## src/rtl/magnetron_pkg.sv

```systemverilog
// Shared definitions for the magnetron control: FSM state encodings, the default
// number of power steps and the power-level clamp.
package magnetron_pkg;

  localparam int LEVELS_DEFAULT = 10;

  typedef enum logic [1:0] {
    ST_IDLE  = 2'd0,
    ST_RUN   = 2'd1,
    ST_PAUSE = 2'd2
  } state_t;

  // A request of 0 or anything above the top step means full power.
  function automatic int unsigned clamp_level(input int unsigned level,
                                              input int unsigned levels);
    return ((level == 0) || (level > levels)) ? levels : level;
  endfunction

endpackage

```

## src/rtl/controle_magnetron_pwm_gerador.sv

```systemverilog
// gerador_pwm: phase counter over a LEVELS-cycle window, power latch and the
// registered duty-cycle compare that drives the magnetron in RUN.
module gerador_pwm #(
  parameter int LEVELS  = 10,
  parameter int LEVEL_W = 4
) (
  input  logic               clk,
  input  logic               resetn,
  input  logic               run,
  input  logic               run_entry,
  input  logic [LEVEL_W-1:0] eff_level,
  output logic               pwm_on
);

  localparam int PH_W = (LEVELS > 1) ? $clog2(LEVELS) : 1;

  logic [PH_W-1:0]    r_phase;
  logic [LEVEL_W-1:0] r_level_q;
  logic               r_pwm_on;
  logic [PH_W-1:0]    w_phase_next;
  logic [LEVEL_W-1:0] w_level_next;
  logic               w_wrap;

  // The level is only re-sampled at a window boundary so a window never changes duty midway.
  always_comb begin
    w_wrap       = (r_phase == PH_W'(LEVELS - 1));
    w_phase_next = w_wrap ? '0 : r_phase + PH_W'(1);
    w_level_next = w_wrap ? eff_level : r_level_q;
  end

  always_ff @(posedge clk or negedge resetn) begin
    if (!resetn) begin
      r_phase   <= '0;
      r_level_q <= LEVEL_W'(LEVELS);
      r_pwm_on  <= 1'b0;
    end else if (run_entry) begin
      r_phase   <= '0;
      r_level_q <= eff_level;
      r_pwm_on  <= (eff_level != '0);
    end else if (run) begin
      r_phase   <= w_phase_next;
      r_level_q <= w_level_next;
      r_pwm_on  <= (32'(w_phase_next) < 32'(w_level_next));
    end else begin
      r_phase  <= '0;
      r_pwm_on <= 1'b0;
    end
  end

  assign pwm_on = r_pwm_on;

endmodule

```

## src/rtl/controle_magnetron_pwm.sv

```systemverilog
// Magnetron control FSM (IDLE/RUN/PAUSE) with a combinational door safety gate.
// Define MAGNETRON_PWM_EN to build the power-level duty cycle; otherwise RUN means full power.
module controle_magnetron_pwm
  import magnetron_pkg::*;
#(
  parameter int LEVELS  = LEVELS_DEFAULT,
  parameter int LEVEL_W = 4
) (
  input  logic               clk,
  input  logic               resetn,
  input  logic               startn,
  input  logic               stopn,
  input  logic               clearn,
  input  logic               door_closed,
  input  logic               timer_done,
  input  logic [LEVEL_W-1:0] power_level,
  output logic               mag_on,
  output logic               running,
  output logic               paused
);

  state_t r_state;
  state_t w_next;
  logic   r_running;
  logic   r_paused;
  logic   w_mag_q;
  logic   w_run;
  logic   w_run_entry;

  // Priority: clear > timer done > stop or open door > start.
  always_comb begin
    w_next = r_state;
    if (!clearn || timer_done) begin
      w_next = ST_IDLE;
    end else if (!stopn || !door_closed) begin
      w_next = (r_state == ST_IDLE) ? ST_IDLE : ST_PAUSE;
    end else if (!startn) begin
      w_next = ST_RUN;
    end
  end

  assign w_run       = (w_next == ST_RUN);
  assign w_run_entry = w_run && (r_state != ST_RUN);

  always_ff @(posedge clk or negedge resetn) begin
    if (!resetn) begin
      r_state   <= ST_IDLE;
      r_running <= 1'b0;
      r_paused  <= 1'b0;
    end else begin
      r_state   <= w_next;
      r_running <= (w_next == ST_RUN);
      r_paused  <= (w_next == ST_PAUSE);
    end
  end

`ifdef MAGNETRON_PWM_EN
  logic [LEVEL_W-1:0] w_eff_level;

  assign w_eff_level = LEVEL_W'(clamp_level(32'(power_level), LEVELS));

  gerador_pwm #(
    .LEVELS  (LEVELS),
    .LEVEL_W (LEVEL_W)
  ) u_gerador_pwm (
    .clk       (clk),
    .resetn    (resetn),
    .run       (w_run),
    .run_entry (w_run_entry),
    .eff_level (w_eff_level),
    .pwm_on    (w_mag_q)
  );
`else
  logic r_mag_q;
  logic w_unused_power;

  assign w_unused_power = ^{power_level, w_run_entry};

  always_ff @(posedge clk or negedge resetn) begin
    if (!resetn) begin
      r_mag_q <= 1'b0;
    end else begin
      r_mag_q <= w_run;
    end
  end

  assign w_mag_q = r_mag_q;
`endif

  // The door gate stays combinational so opening the door cuts power within the same cycle.
  assign mag_on  = w_mag_q & door_closed;
  assign running = r_running;
  assign paused  = r_paused;

endmodule

```

## config.mk

```make
export PLATFORM = sky130hd
export DESIGN_NAME = controle_magnetron_pwm
export DESIGN_NICKNAME = d
export VERILOG_FILES = /design/src/rtl/magnetron_pkg.sv /design/src/rtl/controle_magnetron_pwm_gerador.sv /design/src/rtl/controle_magnetron_pwm.sv
export SDC_FILE = /design/constraint.sdc
export NUM_CORES = 1
export LEC_CHECK = 0
export ABC_AREA = 1
export BUFFER_PORTS_ARGS = -buffer_cell sky130_fd_sc_hd__buf_4
export CAP_MARGIN = 20
export CORE_AREA = 2 2 39 41
export DETAILED_ROUTE_END_ITERATION = 10
export DIE_AREA = 0 0 41 43
export REMOVE_ABC_BUFFERS = 1
export SYNTH_ARGS = -nofsm -noshare
export SYNTH_HDL_FRONTEND = slang
export SYNTH_SLANG_ARGS = --single-unit
```

## constraint.sdc

```tcl
create_clock -name clk -period 1.78 [get_ports clk]
set_input_delay 0.178 -clock clk [delete_from_list [all_inputs] [get_ports clk]]
set_output_delay 0.178 -clock clk [all_outputs]
set_load 0.01 [all_outputs]
```

==> reports/results.ini <==
[setup_path]
regToRegStartpoint=r_state[1]$_DFF_PN0_
timing_worst_setup_path_type=reg -> out
worst-endpoint-required_ns=1.60
slowest_cell_delay_on_critical_path_ns=0.37
critPathTopFamily=flip-flops
crit_chain=nand2_1 -> inv_1 -> buf_4
critPathMaxFanout=2
worstSetupStartpoint=r_mag_q$_DFF_PN0_
critical_path.endpoint_type=output port
critical_path.n_buffers_inverters=2
critPathLaunchType=flip-flop
critical_path.slowest_cell=sky130_fd_sc_hd__dfrtp_1
arrival_time_reported_for_the_critical_path_endpoint_ns=0.84

[cells_and_area]
fillCellCount=151
drive_gt1_frac=0.5000
multi_input_comb_area_um2=92.59
ff_latch_area_um2=100.1
layout_overhead_on_the_synthesized_area_pct=53.93
fin_area_um2=342.8
final_core_utilization=0.2477
antenna_cells_inserted=0
layout_common_cells=sky130_fd_sc_hd__buf_4, sky130_fd_sc_hd__nand2_1, sky130_fd_sc_hd__inv_1
layout_commonest_cell=sky130_fd_sc_hd__buf_4
num-nets-final=55

[global_route]
global_route.overflow_total=0
number_of_global_route_vias_before_repair=165
pin_count_of_the_biggest_net_entering_global_routing=5
global_route_wire_length_before_repair_um=607
gr-usage-all-layers=0.06030
antenna_found_initial=0

[clocking]
root_buffer=sky130_fd_sc_hd__clkbuf_4
clock_insertion_delay_worst_skew_ns=0.24
numCtsBuffers=3
cts_sinks=4
cts_max_level=1
cts.reportedPaths.clkPinSlew_ns=0.04
cts_tree=done
count_of_instances_resized_after_the_clock_tree_is_built=0
clock_tree_buffer_depth=2

[synthesis]
register_bit_total_from_synthesis=4
synth.avg_cell_area_um2=7.680
ys.warnings.count=0
postSynthCellCount=29
synth_sequential_area_ratio=0.4494
number_of_distinct_library_cells_after_synthesis=9
synth_top_area_cell=sky130_fd_sc_hd__dfrtp_1
syn_area_um2=222.7
synthTopCellsByArea=sky130_fd_sc_hd__dfrtp_1, sky130_fd_sc_hd__nand2_1, sky130_fd_sc_hd__nor2_4
yosys.area.top_type_share=0.4494

[detailed_routing]
post-route-drc-count=0
viasPerCell=3.466
route.final.wire_length_um=393
route.vias.total=201
drt_pre_antenna_iters=2
drc_marker_count_from_the_first_detailed_route_iteration=1
routed_wire_length_per_instance_um=6.776
number_of_routed_nets_with_antenna_violations=0

[floorplanning]
chipWidth_um=41
floorplan.die_area_um2=1763
core_um2=1384
num_rows=14
start_util=0.1609
die_h_um=43
i_o_pin_count=14

[power]
power_density_nw_per_um2=692.8
power_leakage_uw=0.0001973
power.ir.vdd_worst_uv=272.1

[timing]
final_period_minus_worst_setup_slack_ns=1.016
finalCritPeriodShare=0.5707
final_critical_path_setup_slack_ns=0.7642
maxClockFrequency_ghz=0.9844
timing.hold.ws_ns=0.2152
grt_setup_unrepaired=no
worst_clock_skew_ns=0.006004
timing.setup.tns_ns=0
slew_at_the_pin_with_the_worst_max_slew_slack_ns=0.1270
slew_headroom=0.9153
setup-violations-final=0
finalHoldViolCount=0
final-max-slew-violation-count=0

[placement]
dp_hpwl_um=330.5
finalWeightedCongestion=0.7227
dpl-instance-area_um2=310.3
port_buffers=9
detailedPlace.worstSlack_ns=0.9720

[flow_run]
cap_viol_max_count=0

[outcome]
outcome=complete, no violations

[hold_path]
hp-class=in -> reg
hold_path.startpoint=timer_done

[Yosys cell counts, drive strengths merged]
cell	number
dfrtp	4
nand2	9
nand3	1
inv	8
nor2	7
[state kept, by name (all words and copies together) (netlist names)]
name     count
paused       1
r_state      2
r_mag_q      1
[power breakdown]
| group | total (uW) | switching (uW) | internal (uW) |
|---|---|---|---|
| Clock | 116 | 40.2 | 75.6 |
| Combinational | 28.8 | 13.5 | 15.2 |
| Sequential | 93.0 | 0.501 | 92.5 |
| Total | 238 | 54.2 | 183 |
[timing repair]
| action | in CTS | in global routing |
|---|---|---|
| hold buffers | 1 | 0 |
| buffers inserted | 0 | 0 |
| endpoints found under the hold margin | 4 | 0 |
[area by class of cell]
type / count / area share
well taps: 16 / 0.05839
flip-flops and latches: 4 / 0.2920
multi-input cells: 17 / 0.2701
clock buffers: 3 / 0.06569
inverters: 8 / 0.08759
repair buffers: 10 / 0.2263
[per-stage QoR]
stage	power [uW]	std cells
6_report	237.5	58
5_1_grt	251.3	58
4_1_cts	243.9	58
3_5_place_dp	121.7	54
3_3_place_gp	121.1	54
2_1_floorplan	105.7	29
[worst register-to-register path: stages, from the launching register on]
cell	delay, ns
sky130_fd_sc_hd__dfrtp_1	0.39
sky130_fd_sc_hd__nand2_1	0.09
sky130_fd_sc_hd__inv_1	0.05
sky130_fd_sc_hd__nor2_2	0.12
sky130_fd_sc_hd__nor2_4	0.05
sky130_fd_sc_hd__nor2_2	0.06
[layer usage]
metal,GRT usage,vias up,part of all wire
li1,-,107,-
met1,0.06129,82,0.42
met2,0.06250,9,0.41
met3,0.06283,3,0.13
met4,0.06000,0,0.033
met5,0,-,0
[final timing paths]
| path | to | slack [ns] | depth (start not counted) |
|---|---|---|---|
| max | mag_on | 0.76 | 3 |
| max in group asynchronous | r_state[0]$_DFF_PN0_ | 1.41 | 2 |
| min in group asynchronous | r_mag_q$_DFF_PN0_ | 0.27 | 2 |
| min | r_state[1]$_DFF_PN0_ | 0.22 | 4 |
| max reg2reg | r_mag_q$_DFF_PN0_ | 0.97 | 5 |
| min reg2reg | paused$_DFF_PN0_ | 0.62 | 4 |
[cell families after synthesis]
| group | count (synthesis) | synth area share |
|---|---|---|
| DFF | 4 | 0.4495 |
| and+or+nand+nor | 17 | 0.4157 |
| buffers and inverters | 8 | 0.1348 |
(Power assumes the default switching activity.)
